<file path="src/rtl/fb_fill_ctrl.sv">
// fb_fill_ctrl: frame-buffer fill engine and write-port arbiter.
// A fill command sweeps one colour across addresses 0..FB_WORDS-1 while CPU
// stores share the single write port. The fill is starved by at most
// STARVE_MAX consecutive CPU grants.
// Optional build macro: FB_FILL_ABORT_EN adds an abort input that cancels a
// running fill without a done pulse.
module fb_fill_ctrl #(
    parameter int FB_WORDS   = 786432,
    parameter int ADDR_W     = 20,
    parameter int STARVE_MAX = 4
) (
    input  logic              clk,
    input  logic              rst,
    input  logic              cmd_valid,
    input  logic [31:0]       cmd_color,
    output logic              cmd_ready,
    output logic              busy,
    output logic              done,
    input  logic              cpu_fb_we,
    input  logic [ADDR_W-1:0] cpu_fb_addr,
    input  logic [31:0]       cpu_fb_wdata,
    output logic              cpu_fb_stall,
    output logic              fb_we,
    output logic [ADDR_W-1:0] fb_addr,
    output logic [31:0]       fb_wdata,
    input  logic              fb_ready
`ifdef FB_FILL_ABORT_EN
    ,
    input  logic              abort
`endif
);

    localparam logic [ADDR_W-1:0] LAST_ADDR  = ADDR_W'(FB_WORDS - 1);
    localparam logic [3:0]        STARVE_LIM = 4'(STARVE_MAX);

    typedef enum logic [1:0] {
        S_IDLE = 2'd0,
        S_FILL = 2'd1,
        S_DONE = 2'd2
    } state_t;

    state_t            state;
    logic [31:0]       color_r;
    logic [ADDR_W-1:0] addr_cnt;
    logic [3:0]        starve_cnt;

    logic fill_req;
    logic grant_cpu;
    logic grant_fill;
    logic cpu_xfer;
    logic fill_xfer;
    logic abort_hit;

`ifdef FB_FILL_ABORT_EN
    assign abort_hit = abort;
`else
    assign abort_hit = 1'b0;
`endif

    // The CPU wins unless a pending fill has already been starved STARVE_MAX times.
    assign fill_req     = (state == S_FILL);
    assign grant_cpu    = cpu_fb_we & (~fill_req | (starve_cnt < STARVE_LIM));
    assign grant_fill   = fill_req & ~grant_cpu;
    assign cpu_xfer     = grant_cpu & fb_ready;
    assign fill_xfer    = grant_fill & fb_ready;
    assign fb_we        = cpu_fb_we | fill_req;
    assign cpu_fb_stall = cpu_fb_we & ~cpu_xfer;

    // Write-port address/data mux from the granted source; zero when idle.
    always_comb begin
        fb_addr  = '0;
        fb_wdata = '0;
        if (grant_cpu) begin
            fb_addr  = cpu_fb_addr;
            fb_wdata = cpu_fb_wdata;
        end else if (grant_fill) begin
            fb_addr  = addr_cnt;
            fb_wdata = color_r;
        end
    end

    // Fill sequencer with registered status outputs and the starvation counter.
    always_ff @(posedge clk or posedge rst) begin
        if (rst) begin
            state      <= S_IDLE;
            color_r    <= '0;
            addr_cnt   <= '0;
            starve_cnt <= '0;
            done       <= 1'b0;
            busy       <= 1'b0;
            cmd_ready  <= 1'b1;
        end else begin
            case (state)
                S_IDLE: begin
                    done       <= 1'b0;
                    starve_cnt <= '0;
                    if (cmd_valid) begin
                        color_r   <= cmd_color;
                        addr_cnt  <= '0;
                        state     <= S_FILL;
                        busy      <= 1'b1;
                        cmd_ready <= 1'b0;
                    end
                end
                S_FILL: begin
                    if (abort_hit) begin
                        // A fill transfer in this cycle still lands at the port.
                        state      <= S_IDLE;
                        addr_cnt   <= '0;
                        starve_cnt <= '0;
                        busy       <= 1'b0;
                        cmd_ready  <= 1'b1;
                    end else if (fill_xfer) begin
                        starve_cnt <= '0;
                        if (addr_cnt == LAST_ADDR) begin
                            // Counter stops on the last word so it never wraps.
                            state <= S_DONE;
                            done  <= 1'b1;
                        end else begin
                            addr_cnt <= addr_cnt + 1'b1;
                        end
                    end else if (cpu_xfer && (starve_cnt < STARVE_LIM)) begin
                        starve_cnt <= starve_cnt + 1'b1;
                    end
                end
                S_DONE: begin
                    state      <= S_IDLE;
                    done       <= 1'b0;
                    busy       <= 1'b0;
                    cmd_ready  <= 1'b1;
                    starve_cnt <= '0;
                end
                default: begin
                    state      <= S_IDLE;
                    done       <= 1'b0;
                    busy       <= 1'b0;
                    cmd_ready  <= 1'b1;
                    starve_cnt <= '0;
                end
            endcase
        end
    end

endmodule

</file>
<file path="config.mk">
export PLATFORM = sky130hd
export DESIGN_NAME = fb_fill_ctrl
export DESIGN_NICKNAME = d
export VERILOG_FILES = /design/src/rtl/fb_fill_ctrl.sv
export SDC_FILE = /design/constraint.sdc
export NUM_CORES = 1
export LEC_CHECK = 0
export ABC_AREA = 0
export BUFFER_PORTS_ARGS = -buffer_cell sky130_fd_sc_hd__buf_2
export CAP_MARGIN = 20
export CORE_UTILIZATION = 25
export DETAILED_ROUTE_END_ITERATION = 16
export GPL_TIMING_DRIVEN = 0
export HOLD_SLACK_MARGIN = 0.08
export PLACE_DENSITY_LB_ADDON = 0.08
export SYNTH_ARGS = -nofsm -noshare
export SYNTH_HDL_FRONTEND = slang
export SYNTH_SLANG_ARGS = --single-unit
</file>
<file path="constraint.sdc">
create_clock -name clk -period 3.01 [get_ports clk]
set_input_delay 0.903 -clock clk [delete_from_list [all_inputs] [get_ports clk]]
set_output_delay 0.903 -clock clk [all_outputs]
set_load 0.1 [all_outputs]
</file>
==> impl_metrics.ini, run 1 <==
[outcome]
status = finished clean

[synth]
yosysWarnings = 0
ys_seq_area_share_pct = 44.4
synthArstFlopShare_pct = 100
synth_edf_count = 0
syn_nets = 464
synthDistinctLibCells = 44
synth-seq-cells = 61
synth-main-ff-cell = dfrtp_1
synth_area_mm2 = 0.00344
synth.avg_cell_area_um2 = 9.23
synthCells = 373

[clock_network]
clk_path_buf_depth = 2
cts_setup_buffers = 0
htreeDepth = 3
numCtsBuffers = 9
clkSlewWorstSetupHoldPaths_ns = 0.05
clock_latency_ns = 0.34
clockRootBuffer = clkbuf_16
cts_sinks = 61
cts_tree = done

[worst_setup_path]
cp.arrival_ns = 2.01
crit_path_start_kind = primary input
worstSetupPathType = in -> out
endpoint_kind = output port
required_ns = 2.11
crit_path_max_fanout = 6

[timing]
clock_skew_ns = 0.00322
tightest_slew_ns = 0.806
hold_viol = 0
whs_ns = 0.490
rsz0062_at_grt = true
tns_ns = 0
period_minus_slack_ns = 2.91
final-max-slew-violation-count = 0
finalSetupViolCount = 0
fin_crit_sh_pct = 96.7
slew_headroom_pct = 46.3
max_freq_mhz = 344

[cells_and_area]
fin_nets = 617
synthToLayoutAreaGrowth_pct = 48.5
final_util_pct = 38.3
fill_cells = 1400
multi_input_area_mm2 = 0.00189
drive_above_1_share_pct = 52.5
final_cell_mix = buf_2, dfrtp_1, buf_6
layout_commonest_cell = buf_2
register_area_mm2 = 0.00153
antenna_cells = 0

[routing]
drc = 0
avgRoutedWirePerCell_um = 15.0
ant_nets = 0
drtIter0Drc = 123
vias = 3333
drt-pass1-iter-count = 6
wl_um = 10600
via_per_inst = 4.71

[pwr]
p_clk_share_pct = 23.6
p_sw_uw = 1730
switching_share_pct = 44.8
ir_drop_uv = 426
p_total_uw = 3860
p_int_uw = 2130
power.leakage_uw = 0.00243
combPwrFrac_pct = 46.4
power_frac_seq_pct = 29.9
powerDensity_mw_per_mm2 = 754

[job]
cap_violations = 0

[placed_design]
hpwl_um = 7520
portBuffers = 145
place.gp.congestion = 0.752

[min_path]
hold_path_class = reg -> reg

[die]
fp.dieArea_mm2 = 0.0142
io_pins = 146
core_area_mm2 = 0.0133
dieHeight_um = 119
initial_utilization_pct = 25.8
dieWidth_um = 119
rows = 42

[global_route]
grt_overflow_total = 0
track_usage_pct = 15.6
grt_max_degree = 62
grt_pass1_vias = 3348
antenna_found_initial = 0
grt_pass1_wl_um = 17100
[metrics by stage]
stage / cells / setup WS [ns] / area [um2]
finish: 707 / 0.0996 / 5110
global route: 707 / -0.00369 / 5110
CTS: 707 / -0.0103 / 5110
detailed placement: 694 / -0.721 / 4500
global placement: 694 / -0.702 / 4500
floorplan: 373 / -0.118 / 3550
[kinds of logic (layout without fill, tap and decap cells)]
logic type	Yosys count	count (layout)	share of synthesized area, %
buffers and inverters	32	190	4.58
flip-flops	61	61	44.4
AO/OA/AOI/OAI	76	76	14.9
adder cells (fa/ha/maj)	2	2	0.727
AND/OR/NAND/NOR	167	167	24.1
XOR/XNOR	1	1	0.254
multiplexers	34	34	11.1
[power by group through the flow]
stage | Clock, uW | Combinational, uW | Sequential [uW]
2_1_floorplan | 0 | 1370 | 1150
5_1_grt | 980 | 1880 | 1190
3_3_place_gp | 0 | 1610 | 1160
4_1_cts | 950 | 1800 | 1160
6_report | 912 | 1790 | 1150
3_5_place_dp | 0 | 1630 | 1160
[cell usage after synthesis, types with 3 or more instances]
| master | n | area (um2) |
|---|---|---|
| clkbuf_1 | 20 | 75.1 |
| dfrtp_1 | 60 | 1500 |
| nor2_1 | 16 | 60.1 |
| nand2b_1 | 4 | 25.0 |
| nand3_1 | 45 | 225 |
| a31o_2 | 3 | 26.3 |
| and3_1 | 4 | 25.0 |
| o21ai_0 | 19 | 95.1 |
| buf_6 | 4 | 45.0 |
| nand4_1 | 7 | 43.8 |
| a31oi_1 | 8 | 50.1 |
| mux2_2 | 33 | 372 |
| inv_1 | 4 | 15.0 |
| nand2_1 | 73 | 274 |
| a41oi_1 | 3 | 26.3 |
| a21oi_1 | 13 | 65.1 |
| a22o_1 | 21 | 184 |
[registers in the layout, indices dropped and copies added (netlist names)]
| signal | count |
|---|---|
| starve_cnt | 4 |
| state | 2 |
| color_r | 32 |
| done | 1 |
| busy | 1 |
| addr_cnt | 20 |
| cmd_ready | 1 |
[metal layers]
layer | wire length (um) | global-route usage (%) | part of all wire (%) | vias up
li1 | - | - | - | 1640
met1 | 4770 | 19.5 | 45 | 1571
met2 | 4960 | 25.1 | 47 | 111
met3 | 755 | 5.89 | 7.1 | 11
met4 | 119 | 4.06 | 1.1 | 0
met5 | 0 | 0 | 0 | -
[worst max-delay path, stage by stage]
cell and delay [ns]:
buf_2 0.15, and2_1 0.19, nor2_2 0.14, a22o_1 0.19
buf_2 0.43
[layout make-up]
| cell class | count | area share, % |
|---|---|---|
| multi-input combinational | 280 | 37.1 |
| tap | 176 | 4.31 |
| inverter | 4 | 0.343 |
| clock buffer | 16 | 4.92 |
| buffer | 25 | 3.16 |
| sequential | 61 | 29.9 |
| timing repair buffer | 145 | 20.3 |
[what timing repair did]
item                                    CTS  global route
hold buffers                              0             0
pin swaps                                 1             0
gates cloned                              0             0
endpoints found under the setup margin   54            22
resized for setup                       125             4
[final timing paths]
kind,endpoint,cells past startpoint,startpoint,slack [ns]
worst max-delay path,fb_addr[19],5,cpu_fb_we,0.1
worst min-delay path,cmd_ready,2,cmd_ready,0.49
worst max register to register,addr_cnt[0],6,addr_cnt[1],0.80
worst min register to register,cmd_ready,2,cmd_ready,0.49
max in group asynchronous,state[1],2,rst,1.74
min in group asynchronous,color_r[15],2,rst,0.70
Power figures use the tool's default switching activity.
==> run 2: changes to the inputs <==
--- a/config.mk
+++ b/config.mk
@@ -8,7 +8,10 @@
 export ABC_AREA = 0
 export BUFFER_PORTS_ARGS = -buffer_cell sky130_fd_sc_hd__buf_2
 export CAP_MARGIN = 20
+export CELL_PAD_IN_SITES_DETAIL_PLACEMENT = 1
+export CELL_PAD_IN_SITES_GLOBAL_PLACEMENT = 2
 export CORE_UTILIZATION = 25
+export CTS_BUF_LIST = sky130_fd_sc_hd__clkbuf_8
 export DETAILED_ROUTE_END_ITERATION = 16
 export GPL_TIMING_DRIVEN = 0
 export HOLD_SLACK_MARGIN = 0.08
==> constraint.sdc (replaced) <==
create_clock -name clk -period 2.72 [get_ports clk]
set_input_delay 0.816 -clock clk [delete_from_list [all_inputs] [get_ports clk]]
set_output_delay 0.816 -clock clk [all_outputs]
set_load 0.1 [all_outputs]
==> impl_metrics.ini, run 2 (same netlist as run 1, synthesis figures left out) <==
[outcome]
status = finished clean

[worst_setup_path]
cp.arrival_ns = 1.84
endpoint_kind = output port
crit_path_start_kind = primary input
worstSetupPathType = in -> out
required_ns = 1.90
crit_path_max_fanout = 10

[routing]
via_per_inst = 4.81
wl_um = 11600
ant_nets = 0
drtIter0Drc = 142
drc = 0
vias = 3441
avgRoutedWirePerCell_um = 16.3
drt-pass1-iter-count = 4

[cells_and_area]
fin_nets = 625
fill_cells = 1534
largest_reg_flops = 32
synthToLayoutAreaGrowth_pct = 59.4
drive_above_1_share_pct = 55.1
multi_input_area_mm2 = 0.00200
register_area_mm2 = 0.00153
largest-register = color_r
fin_cells = 715
final_util_pct = 41.1
fin_area_mm2 = 0.00549
antenna_cells = 0
final_cell_mix = buf_2, dfrtp_1, nand3_1
layout_commonest_cell = buf_2
top_regs = color_r: 32 flops, addr_cnt: 20 flops, starve_cnt: 4 flops

[global_route]
use_met1_pct = 22.9
grt_overflow_total = 0
met3_usage_pct = 4.50
grt_max_degree = 62
track_usage_pct = 16.9
busiest_layer = met2
antenna_found_initial = 0
use_met2_pct = 26.7
grt_pass1_vias = 3605
grt_pass1_wl_um = 18900

[clock_network]
clock_latency_ns = 0.34
cts.hold.buffers_added = 0
clkSlewWorstSetupHoldPaths_ns = 0.07
cts_sinks = 61
htreeDepth = 3
clk_path_buf_depth = 2
clockRootBuffer = clkbuf_8
numCtsBuffers = 9
cts_tree = done

[timing]
period_minus_slack_ns = 2.66
finalSetupViolCount = 0
fin_crit_sh_pct = 97.8
clock_skew_ns = 0.0119
final-max-slew-violation-count = 0
tightest_slew_ns = 0.800
max_freq_mhz = 376
hold_viol = 0
slew_headroom_pct = 46.6

[die]
rows = 42
core_area_mm2 = 0.0133
io_pins = 146
initial_utilization_pct = 25.8
dieWidth_um = 119
fp.dieArea_mm2 = 0.0142
dieHeight_um = 119

[pwr]
ir_drop_uv = 316
power.leakage_uw = 0.00261
powerDensity_mw_per_mm2 = 775
p_total_uw = 4260

[placed_design]
hpwl_um = 8250
portBuffers = 145
postPlaceCellArea_mm2 = 0.00459
place.gp.congestion = 0.750
dp.cells = 694

[min_path]
hold_path_class = reg -> reg

[job]
cap_violations = 0
[run 2: cell count changes in the layout (fill, tap and decap cells not counted), moves of 3 or more]
cell,change
clkbuf_8,+15
buf_4,+3
a22o_4,+11
buf_8,+30
buf_2,-3
inv_1,+3
clkbuf_16,-8
buf_6,-28
clkbuf_2,-4
a22o_2,-10
buf_12,+6
clkbuf_1,-8
[run 2: layout make-up]
class                           instances  share of cell area (%)
Sequential cell                        61                    27.9
Tap cell                              176                    4.01
Multi-Input combinational cell        280                    36.5
Inverter                                4                   0.319
Timing Repair Buffer                  152                    23.1
Clock inverter                          5                   0.843
Buffer                                 26                    4.63
Clock buffer                           11                    2.76
[run 2: path summary, 6_finish.rpt]
check | slack (ns) | end | startpoint | cells after the start
worst max-delay path | 0.06 | fb_addr[0] | cpu_fb_we | 6
worst min-delay path | 0.49 | busy | busy | 1
worst min register to register | 0.49 | busy | busy | 1
max in group asynchronous | 1.51 | state[1] | rst | 2
worst max register to register | 0.40 | addr_cnt[0] | addr_cnt[0] | 6
min in group asynchronous | 0.64 | color_r[12] | rst | 2
[run 2: metal layers]
metal | wire [um] | vias to the layer above
met5 | 0 | -
met3 | 704 | 8
li1 | - | 1664
met4 | 92 | 0
met2 | 5520 | 96
met1 | 5320 | 1673
[run 2: worst max-delay path: stages]
cell and delay, ns:
clkbuf_4 0.15, and2_4 0.16, nor2_4 0.16, clkbuf_16 0.20, a22o_2 0.17, buf_12 0.17
[run 2: per-stage QoR]
step	setup TNS (ns)	hold slack [ns]	setup slack, ns
global placement	-81.76	0.473	-0.993
floorplan	-1.43	0.480	-0.233
finish	0	0.494	0.0602
global route	-0.0000833	0.519	-0.0000833
CTS	-0.107	0.496	-0.0224
detailed placement	-43.37	0.478	-0.998
[run 2: what timing repair did]
action,CTS,global route
pin swaps,2,2
endpoints found under the setup margin,54,53
buffers inserted,2,4
gates resized for setup,182,23
hold endpoints to repair,0,0
cloned,0,1
[run 2: power by group]
part | internal [uW] | switching, uW | leakage, uW | total, uW
Clock | 462 | 360 | 0.000113 | 822
Sequential | 1130 | 151 | 0.000758 | 1280
Combinational | 727 | 1420 | 0.00174 | 2150
Total | 2320 | 1930 | 0.00261 | 4260
==> run 3: changes to the inputs <==
--- a/config.mk
+++ b/config.mk
@@ -10,6 +10,7 @@
 export CAP_MARGIN = 20
 export CELL_PAD_IN_SITES_DETAIL_PLACEMENT = 1
 export CELL_PAD_IN_SITES_GLOBAL_PLACEMENT = 2
+export CORE_MARGIN = 4
 export CORE_UTILIZATION = 25
 export CTS_BUF_LIST = sky130_fd_sc_hd__clkbuf_8
 export DETAILED_ROUTE_END_ITERATION = 16
==> impl_metrics.ini, run 3 (same netlist as run 1, synthesis figures left out) <==
[worst_setup_path]
reg2reg_depth = 6
path_cells = clkbuf_4, and2_4, nor2_4, clkbuf_8, a22o_2, buf_8
critPathBufInv = 3
r2r-end = addr_cnt[0]
r2r_slack_ns = 0.41
slowest_stage = clkbuf_8
endpoint_kind = output port
required_ns = 1.90
cp_top_family = buffers and inverters
cp.arrival_ns = 1.87
startpoint = cpu_fb_we
crit_path_max_fanout = 10
worstSetupPathType = in -> out
crit_path_start_kind = primary input
r2r-start = addr_cnt[0]
slowest_delay_ns = 0.21

[timing]
max_freq_mhz = 373
fin_crit_sh_pct = 98.6
clock_skew_ns = 0.00926
final-max-slew-violation-count = 0
worst_slack_ns = 0.0380
tns_ns = 0
period_minus_slack_ns = 2.68
slew_headroom_pct = 45.4
rsz0062_at_grt = true
hold_viol = 0
tightest_slew_ns = 0.818
whs_ns = 0.492
finalSetupViolCount = 0

[placed_design]
hpwl_um = 8770
dp.cells = 694
post-place-ws_ns = -1.01
place.gp.congestion = 0.757
portBuffers = 145

[pwr]
power.leakage_uw = 0.00256
powerDensity_mw_per_mm2 = 772
ir_drop_uv = 389
p_total_uw = 4150

[die]
dieHeight_um = 125
core_area_mm2 = 0.0133
fp.dieArea_mm2 = 0.0157
dieWidth_um = 125
io_pins = 146
rows = 42
initial_utilization_pct = 25.8

[cells_and_area]
layout_commonest_cell = buf_2
final_cell_mix = buf_2, dfrtp_1, nand3_1
fill_cells = 1567
antenna_cells = 0
top_regs = color_r: 32 flops, addr_cnt: 20 flops, starve_cnt: 4 flops
fin_cells = 713
largest-register = color_r
fin_nets = 623
synthToLayoutAreaGrowth_pct = 56.4
largest_reg_flops = 32
drive_above_1_share_pct = 55.1

[min_path]
hp-start = cmd_ready
hold_path_class = reg -> reg
hold_end = cmd_ready
hold_path_depth = 2

[routing]
wl_um = 12100
drc = 0
avgRoutedWirePerCell_um = 16.9
drt-pass1-iter-count = 4
vias = 3421
ant_nets = 0
via_per_inst = 4.80
drtIter0Drc = 89

[clock_network]
htreeDepth = 3
clock_latency_ns = 0.35
cts_sinks = 61
clk_path_buf_depth = 2
cts.hold.buffers_added = 0
cts_tree = done
clockRootBuffer = clkbuf_8
numCtsBuffers = 9
clkSlewWorstSetupHoldPaths_ns = 0.06

[job]
cap_violations = 0

[global_route]
grt_max_degree = 62
grt_pass1_wl_um = 19700
track_usage_pct = 15.6
grt_overflow_total = 0
antenna_found_initial = 1
grt_pass1_vias = 3677

[outcome]
status = finished clean
-- run 3: cell type report --
class	instances	area, um2	area share, %
Clock inverter	4	16.3	0.302
Sequential cell	61	1530	28.4
Clock buffer	12	165	3.07
Timing Repair Buffer	150	1200	22.4
Tap cell	176	220	4.09
Multi-Input combinational cell	280	2000	37.1
Inverter	4	17.5	0.325
Buffer	26	233	4.32
-- run 3: repair_timing --
action / 4_1_cts / 5_1_grt
pin swaps: 2 / 1
buffers inserted: 3 / 2
endpoints found under the setup margin: 54 / 49
gates resized for setup: 162 / 27
-- run 3: worst max path at each step --
stage                     cells after the start            to  slack [ns]
after detailed placement                      8  fb_wdata[31]       -1.01
after CTS                                     6  fb_wdata[12]        0.01
after global placement                        8  fb_wdata[31]       -0.99
after global routing                          6    fb_addr[1]       -0.02
final                                         6    fb_addr[1]        0.04
after floorplan                               4  cpu_fb_stall       -0.23
-- run 3: power by group --
group	total, uW	internal (uW)	switching, uW
clock	758	394	363
sequential	1280	1130	143
combinational	2120	700	1420
total	4150	2230	1930
-- run 3: through the flow --
| step | cell area (um2) | utilization, % |
|---|---|---|
| 2_1_floorplan | 3640 | - |
| 3_3_place_gp | 4580 | 34.3 |
| 3_5_place_dp | 4590 | 34.4 |
| 4_1_cts | 5290 | 39.6 |
| 5_1_grt | 5380 | 40.3 |
| 6_report | 5380 | 40.3 |
-- run 3: tightest hold or removal path, cell delays in order (launching register included) --
cell and delay, ns:
dfstp_2 0.37, nor2_1 0.08, nor2_1 0.05
-- run 3: metal layers --
metal	up-vias	share of wire [%]	track usage (%)
met2	87	47	24.6
li1	1660	-	-
met4	2	1.2	5.17
met1	1659	46	20.7
met3	13	5.9	4.48
met5	-	0.12	0
